## config.mk

```make
export PLATFORM = sky130hd
export DESIGN_NAME = ascon_perm_core_flat
export DESIGN_NICKNAME = d
export VERILOG_FILES = /design/src/rtl/ascon_perm_core_pkg.sv /design/src/rtl/ascon_perm_core_if.sv /design/src/rtl/ascon_perm_core_round.sv /design/src/rtl/ascon_perm_core.sv /design/src/flat_wrapper.sv
export SDC_FILE = /design/constraint.sdc
export NUM_CORES = 2
export LEC_CHECK = 0
export ABC_CLOCK_PERIOD_IN_PS = 2350
export CAP_MARGIN = 10
export CORE_AREA = 3 3 252 254
export CTS_BUF_LIST = sky130_fd_sc_hd__clkbuf_8 sky130_fd_sc_hd__clkbuf_16
export CTS_CLUSTER_DIAMETER = 50
export DETAILED_ROUTE_END_ITERATION = 8
export DIE_AREA = 0 0 255 257
export DONT_BUFFER_PORTS = 1
export PLACE_DENSITY_LB_ADDON = 0.2
export SKIP_CTS_REPAIR_TIMING = 1
export SLEW_MARGIN = 25
export SYNTH_ARGS = -nofsm -noshare
export SYNTH_HDL_FRONTEND = slang
export SYNTH_HIERARCHICAL = 1
export SYNTH_SLANG_ARGS = --single-unit
export TNS_END_PERCENT = 30
```

## constraint.sdc

```tcl
create_clock -name clk_i -period 2.35 [get_ports clk_i]
set_clock_uncertainty 0.05 [all_clocks]
set_input_delay 0.47 -clock clk_i [delete_from_list [all_inputs] [get_ports clk_i]]
set_output_delay 0.47 -clock clk_i [all_outputs]
set_load 0.05 [all_outputs]
```

## src/rtl/ascon_perm_core_pkg.sv

```systemverilog
// rtl/ascon_perm_core_pkg.sv - Ascon permutation types, constants and helpers
// State word x_i lives at element i of state_t; packed form puts x0 at the top.
package ascon_perm_core_pkg;

   localparam int STATE_W = 320;
   localparam int ROUND_W = 4;

   localparam logic [ROUND_W-1:0] LAST_ROUND = 4'd11;
   localparam logic [ROUND_W-1:0] P6_START   = 4'd6;

   localparam int ROT_A [5] = '{19, 61, 1, 10, 7};
   localparam int ROT_B [5] = '{28, 39, 6, 17, 41};

   typedef logic [63:0] word_t;
   typedef word_t [4:0] state_t;

   typedef enum logic [1:0] {IDLE, RUN, DONE} fsm_t;

   function automatic state_t unpack_state(input logic [STATE_W-1:0] v);
      state_t s;
      for (int i = 0; i < 5; i++) s[i] = v[STATE_W-1-64*i -: 64];
      return s;
   endfunction

   function automatic logic [STATE_W-1:0] pack_state(input state_t s);
      logic [STATE_W-1:0] v;
      for (int i = 0; i < 5; i++) v[STATE_W-1-64*i -: 64] = s[i];
      return v;
   endfunction

   function automatic logic [7:0] round_const(input logic [ROUND_W-1:0] r);
      return {4'hF - r, r};
   endfunction

   function automatic word_t ror64(input word_t v, input int n);
      return (v >> n) | (v << (64 - n));
   endfunction

endpackage

```

## src/rtl/ascon_perm_core_if.sv

```systemverilog
// rtl/ascon_perm_core_if.sv - state-in / state-out handshake bundle of the permutation core
// master = mode controller side, slave = permutation core side.
interface ascon_perm_core_if;
   import ascon_perm_core_pkg::*;

   logic               in_valid_i;
   logic               in_ready_o;
   logic               p12_i;
   logic [STATE_W-1:0] state_i;
   logic               out_valid_o;
   logic               out_ready_i;
   logic [STATE_W-1:0] state_o;
   logic               busy_o;

   modport master (
      output in_valid_i, p12_i, state_i, out_ready_i,
      input  in_ready_o, out_valid_o, state_o, busy_o
   );

   modport slave (
      input  in_valid_i, p12_i, state_i, out_ready_i,
      output in_ready_o, out_valid_o, state_o, busy_o
   );

endinterface

```

## src/rtl/ascon_perm_core_round.sv

```systemverilog
// rtl/ascon_perm_core_round.sv - one combinational Ascon round (constant, S-box, linear layer)
module ascon_perm_core_round
   import ascon_perm_core_pkg::*;
(
   input  state_t             s_i,
   input  logic [ROUND_W-1:0] round_i,
   output state_t             s_o
);

   logic [7:0] rc_w;
   state_t     x;
   state_t     t;

   assign rc_w = round_const(round_i);

   always_comb begin
      x = s_i;
      x[2][7:0] = x[2][7:0] ^ rc_w;
      // bitsliced 5-bit S-box applied to all 64 columns at once
      x[0] = x[0] ^ x[4];
      x[4] = x[4] ^ x[3];
      x[2] = x[2] ^ x[1];
      for (int i = 0; i < 5; i++) t[i] = ~x[i] & x[(i+1)%5];
      for (int i = 0; i < 5; i++) x[i] = x[i] ^ t[(i+1)%5];
      x[1] = x[1] ^ x[0];
      x[0] = x[0] ^ x[4];
      x[3] = x[3] ^ x[2];
      x[2] = ~x[2];
      for (int i = 0; i < 5; i++)
         s_o[i] = x[i] ^ ror64(x[i], ROT_A[i]) ^ ror64(x[i], ROT_B[i]);
   end

endmodule

```

## src/rtl/ascon_perm_core.sv

```systemverilog
// rtl/ascon_perm_core.sv - iterative Ascon p12/p6 permutation engine with valid/ready ports
// ASCON_PERM_UNROLL2_EN: two cascaded rounds per cycle instead of one.
module ascon_perm_core
   import ascon_perm_core_pkg::*;
(
   input  logic               clk_i,
   input  logic               rst_i,
   ascon_perm_core_if.slave   bus
);

   fsm_t               state_q, state_d;
   logic [ROUND_W-1:0] round_q, round_d;
   state_t             st_q, st_d;
   state_t             rnd_out;
   logic               last_w;

`ifdef ASCON_PERM_UNROLL2_EN
   localparam logic [ROUND_W-1:0] STEP = 4'd2;
   state_t rnd_mid;

   ascon_perm_core_round u_round0 (.s_i(st_q),    .round_i(round_q),         .s_o(rnd_mid));
   ascon_perm_core_round u_round1 (.s_i(rnd_mid), .round_i(round_q + 4'd1),  .s_o(rnd_out));

   // both start indices are even, so the final pair always begins at 10
   assign last_w = (round_q == LAST_ROUND - 4'd1);
`else
   localparam logic [ROUND_W-1:0] STEP = 4'd1;

   ascon_perm_core_round u_round0 (.s_i(st_q), .round_i(round_q), .s_o(rnd_out));

   assign last_w = (round_q == LAST_ROUND);
`endif

   always_ff @(posedge clk_i) begin
      if (rst_i) begin
         state_q <= IDLE;
         round_q <= '0;
         st_q    <= '0;
      end else begin
         state_q <= state_d;
         round_q <= round_d;
         st_q    <= st_d;
      end
   end

   always_comb begin
      state_d = state_q;
      round_d = round_q;
      st_d    = st_q;
      unique case (state_q)
         IDLE: begin
            if (bus.in_valid_i) begin
               state_d = RUN;
               st_d    = unpack_state(bus.state_i);
               round_d = bus.p12_i ? '0 : P6_START;
            end
         end
         RUN: begin
            st_d = rnd_out;
            if (last_w) state_d = DONE;
            else        round_d = round_q + STEP;
         end
         DONE: begin
            if (bus.out_ready_i) state_d = IDLE;
         end
         default: state_d = IDLE;
      endcase
   end

   assign bus.in_ready_o  = (state_q == IDLE);
   assign bus.out_valid_o = (state_q == DONE);
   assign bus.busy_o      = (state_q == RUN) || (state_q == DONE);
   assign bus.state_o     = pack_state(st_q);

endmodule

```

## src/flat_wrapper.sv

```systemverilog
// flat-port wrapper written by rule: the top's interface ports become plain ports
module ascon_perm_core_flat import ascon_perm_core_pkg::*;
  (clk_i, rst_i, bus_in_valid_i, bus_p12_i, bus_state_i, bus_out_ready_i, bus_in_ready_o, bus_out_valid_o, bus_state_o, bus_busy_o);
  ascon_perm_core_if bus_i ();
  input  logic clk_i;
  input  logic rst_i;
  input wire logic [$bits(bus_i.in_valid_i)-1:0] bus_in_valid_i;
  input wire logic [$bits(bus_i.p12_i)-1:0] bus_p12_i;
  input wire logic [$bits(bus_i.state_i)-1:0] bus_state_i;
  input wire logic [$bits(bus_i.out_ready_i)-1:0] bus_out_ready_i;
  output wire logic [$bits(bus_i.in_ready_o)-1:0] bus_in_ready_o;
  output wire logic [$bits(bus_i.out_valid_o)-1:0] bus_out_valid_o;
  output wire logic [$bits(bus_i.state_o)-1:0] bus_state_o;
  output wire logic [$bits(bus_i.busy_o)-1:0] bus_busy_o;
  assign bus_i.in_valid_i = bus_in_valid_i;
  assign bus_i.p12_i = bus_p12_i;
  assign bus_i.state_i = bus_state_i;
  assign bus_i.out_ready_i = bus_out_ready_i;
  assign bus_in_ready_o = bus_i.in_ready_o;
  assign bus_out_valid_o = bus_i.out_valid_o;
  assign bus_state_o = bus_i.state_o;
  assign bus_busy_o = bus_i.busy_o;
  ascon_perm_core u_core (.clk_i(clk_i), .rst_i(rst_i), .bus(bus_i));
endmodule
```

==> Flow_metrics.wiki <==
{| class="wikitable"
! Metric !! Value
|-
| Run status || finished, violations left
|-
| Violations in the final reports || negative hold slack, negative setup slack
|-
| Starting Density || 51.6%
|-
| Core area || 61500 µm²
|-
| Cell accounting for the most synthesized area || dfxtp_1
|-
| RSZ-0062 raised after global routing || true
|-
| Final Routed Wirelength || 159000 µm
|-
| Commonest non-fill, non-tap cells in the layout || 755 x buf_4, 412 x nor2_1, 412 x xnor2_1
|-
| Maximum achievable frequency || 405 MHz
|-
| Worst hold margin || -0.112 ns
|-
| Port-buffer cells || 0
|-
| Clk slew on worst S/H paths || 0.06 ns
|-
| Leading cell types by total area after synthesis || dfxtp_1 21%, xnor3_1 16%, xnor2_1 14%
|-
| Met3 wire length || 18800 µm
|-
| Data arrival time of the critical path || 2.91 ns
|-
| Warnings, synthesis || 6
|-
| Endpoint of the lowest-slack register-to-register path || u_core/bus.state_o[23]$_SDFFE_PP0P_
|-
| Final setup violation count || 25
|-
| Clock latency reported for the late side of the worst-skew pair || 0.64 ns
|-
| HPWL after DPL || 132000 µm
|-
| Number of hold-slack violations in the final timing report || 32
|-
| Synthesized netlist net count || 3524
|-
| Synthesized area per cell || 10.4 µm²
|-
| Proportion of synthesized flip-flops having asynchronous set or reset || 0%
|-
| Met2 wire length || 69400 µm
|-
| EDFF count, synth || 0
|-
| Average vias per placed instance || 6.06
|-
| Clock H-tree levels || 2
|-
| Worst Tran Pin Value || 1.07 ns
|-
| Proportion of layout cells with a drive suffix above 1 || 40.7%
|-
| Startpoint of the worst hold path || rst_i
|-
| Share of Yosys cell area claimed by the top area cell type || 20.6%
|-
| Number of clock sinks || 326
|-
| Count of unresolved DRC violations after routing || 0
|-
| Antenna-violating nets left || 0
|-
| Number of antenna violations at the first check in global routing || 29
|-
| Routed wire length per instance || 34.2 µm
|-
| Routed via count || 28200
|-
| Final worst setup slack || -0.118 ns
|-
| Clock root cell || clkbuf_16
|-
| Overall die height || 257 µm
|-
| Ys flop type || dfxtp_1
|-
| Drt pass-1 iters || 6
|-
| Most frequent standard cell in the layout excluding fill and tap cells || buf_4
|-
| Post-synthesis sequential area ratio || 20.6%
|-
| Crit-path max FO || 4
|-
| Setup slack at placement || -0.334 ns
|-
| Violation count after the first detailed-route iteration || 3069
|-
| Die outline area || 65500 µm²
|-
| Wire length of the first global-routing pass || 213000 µm
|-
| Period minus WS final || 2.47 ns
|-
| Reg-to-reg setup timing slack || -0.12 ns
|-
| Highest metal layer with signal wires || met5
|-
| Number of clock buffers inserted by TritonCTS || 61
|-
| Type of the most critical hold path || in2reg
|-
| Setup TNS || -0.855 ns
|-
| Total of max-cap violations || 0
|-
| Maximum number of pins on one net before global-route repair || 329
|-
| Met1 WL || 57300 µm
|-
| CTS max path bufs || 3
|-
| Global router's overall resource usage || 46.7%
|-
| Flops & latches, synth || 326
|-
| Multi-input logic area || 25000 µm²
|-
| Post-synthesis instance area || 31800 µm²
|-
| Die X-Extent || 255 µm
|-
| Storage cell area || 6740 µm²
|-
| Remaining max-slew budget at the tightest pin || 28.4%
|-
| Data required time at the worst endpoint || 2.79 ns
|-
| Final worst-path cycle share || 105%
|-
| Count of cells along the worst hold path || 1
|-
| Startpoint type of the worst setup path || flop
|-
| Layout Area Growth over Synthesis || 32.7%
|-
| TritonCTS clock tree || done
|-
| Net total in the final layout || 4255
|-
| Number of distinct library cells after synthesis || 37
|-
| Via count of the first global-routing pass || 27600
|-
| Routability Congestion || 1.11
|-
| Total count of max-transition violations in the final report || 0
|-
| Worst setup path class || reg2reg
|-
| Kind of capture point of the worst setup path || flop
|-
| Worst Hold Endpoint || u_core/bus.state_o[59]$_SDFFE_PP0P_
|-
| Placement row count || 91
|-
| Length in cells of the worst reg-to-reg path || 7
|-
| Total congestion overflow || 0
|-
| Count of mapped cells out of synthesis || 3066
|-
| Crit Reg-Reg Startpoint || u_core/bus.state_o[0]$_SDFFE_PP0P_
|-
| Number of placed I/O pins || 648
|-
| Core Util, Final || 68.5%
|-
| Fill cell total of the finished layout || 4630
|}
routing by layer:
layer	up-vias	track usage [%]
met5	-	0
met4	14	31.1
met3	565	14.7
met2	1887	71.7
met1	13700	56.0
li1	12100	-
Yosys cell counts, drive strengths merged, types with 2 or more instances:
| cell type | n |
|---|---|
| clkbuf | 36 |
| xor2 | 111 |
| xnor2 | 542 |
| mux2i | 327 |
| xor3 | 31 |
| nand2b | 5 |
| o21ai | 37 |
| nor3 | 2 |
| nor2 | 412 |
| ha | 133 |
| xnor3 | 225 |
| nand2 | 201 |
| dfxtp | 326 |
| a21oi | 80 |
| buf | 108 |
| maj3 | 12 |
| a211oi | 320 |
| inv | 144 |
| nand4b | 2 |
cells by family (layout without fill, tap and decap cells):
kind of cell             count (synthesis)  in the layout  share of synthesized area [%]
buffers and inverters                  288           1071                           4.43
AND/OR/NAND/NOR                        628            628                           7.57
XOR/XNOR                               909            909                           37.7
multiplexers                           328            328                           10.3
AO/OA/AOI/OAI                          442            442                           13.8
adder cells (fa/ha/maj)                145            145                           5.63
flip-flops                             326            326                           20.6
other                                    0             23                              0
state kept, by name, indices dropped and copies added (netlist names):
name,count
u_core/round_q,4
u_core/state_q,2
u_core/bus.state_o,320
metrics by stage:
stage / area, µm² / cells
final: 42100 / 4662
after global routing: 42100 / 4655
after CTS: 40800 / 4606
after detailed placement: 38700 / 4491
after global placement: 38700 / 4491
after floorplan: 32100 / 3066
final cells by class:
cell class	instances	area share [%]
Antenna cell	23	0.137
Clock buffer	65	3.75
Clock inverter	50	1.21
Inverter	144	1.28
Multi-Input combinational cell	2452	59.2
Sequential cell	326	16.0
Tap cell	790	2.35
Timing Repair Buffer	812	16.1
worst max path at each step:
stage	from	to	slack, ns	cells after the start
2_1_floorplan	u_core/bus.state_o[161]$_SDFFE_PP0P_	u_core/bus.state_o[87]$_SDFFE_PP0P_	-0.08	6
3_3_place_gp	u_core/round_q[3]$_SDFFE_PP0P_	u_core/bus.state_o[295]$_SDFFE_PP0P_	-0.31	7
5_1_grt	u_core/bus.state_o[181]$_SDFFE_PP0P_	u_core/bus.state_o[248]$_SDFFE_PP0P_	-0.08	7
3_5_place_dp	u_core/round_q[2]$_SDFFE_PP0P_	u_core/bus.state_o[66]$_SDFFE_PP0P_	-0.33	7
4_1_cts	u_core/round_q[2]$_SDFFE_PP0P_	u_core/bus.state_o[66]$_SDFFE_PP0P_	-0.34	7
6_report	u_core/bus.state_o[0]$_SDFFE_PP0P_	u_core/bus.state_o[23]$_SDFFE_PP0P_	-0.12	7
critical path, stage by stage (launching register included):
cell      delay, ns
dfxtp_1        0.47
xor2_1         0.33
nor2_1         0.11
xor2_1         0.17
buf_4          0.22
xnor3_1        0.49
mux2i_1        0.35
a211oi_2       0.12
Power is left out: the tool's default activity adds up to more than one toggle a clock period on the data nets, which glitch-free logic cannot reach.
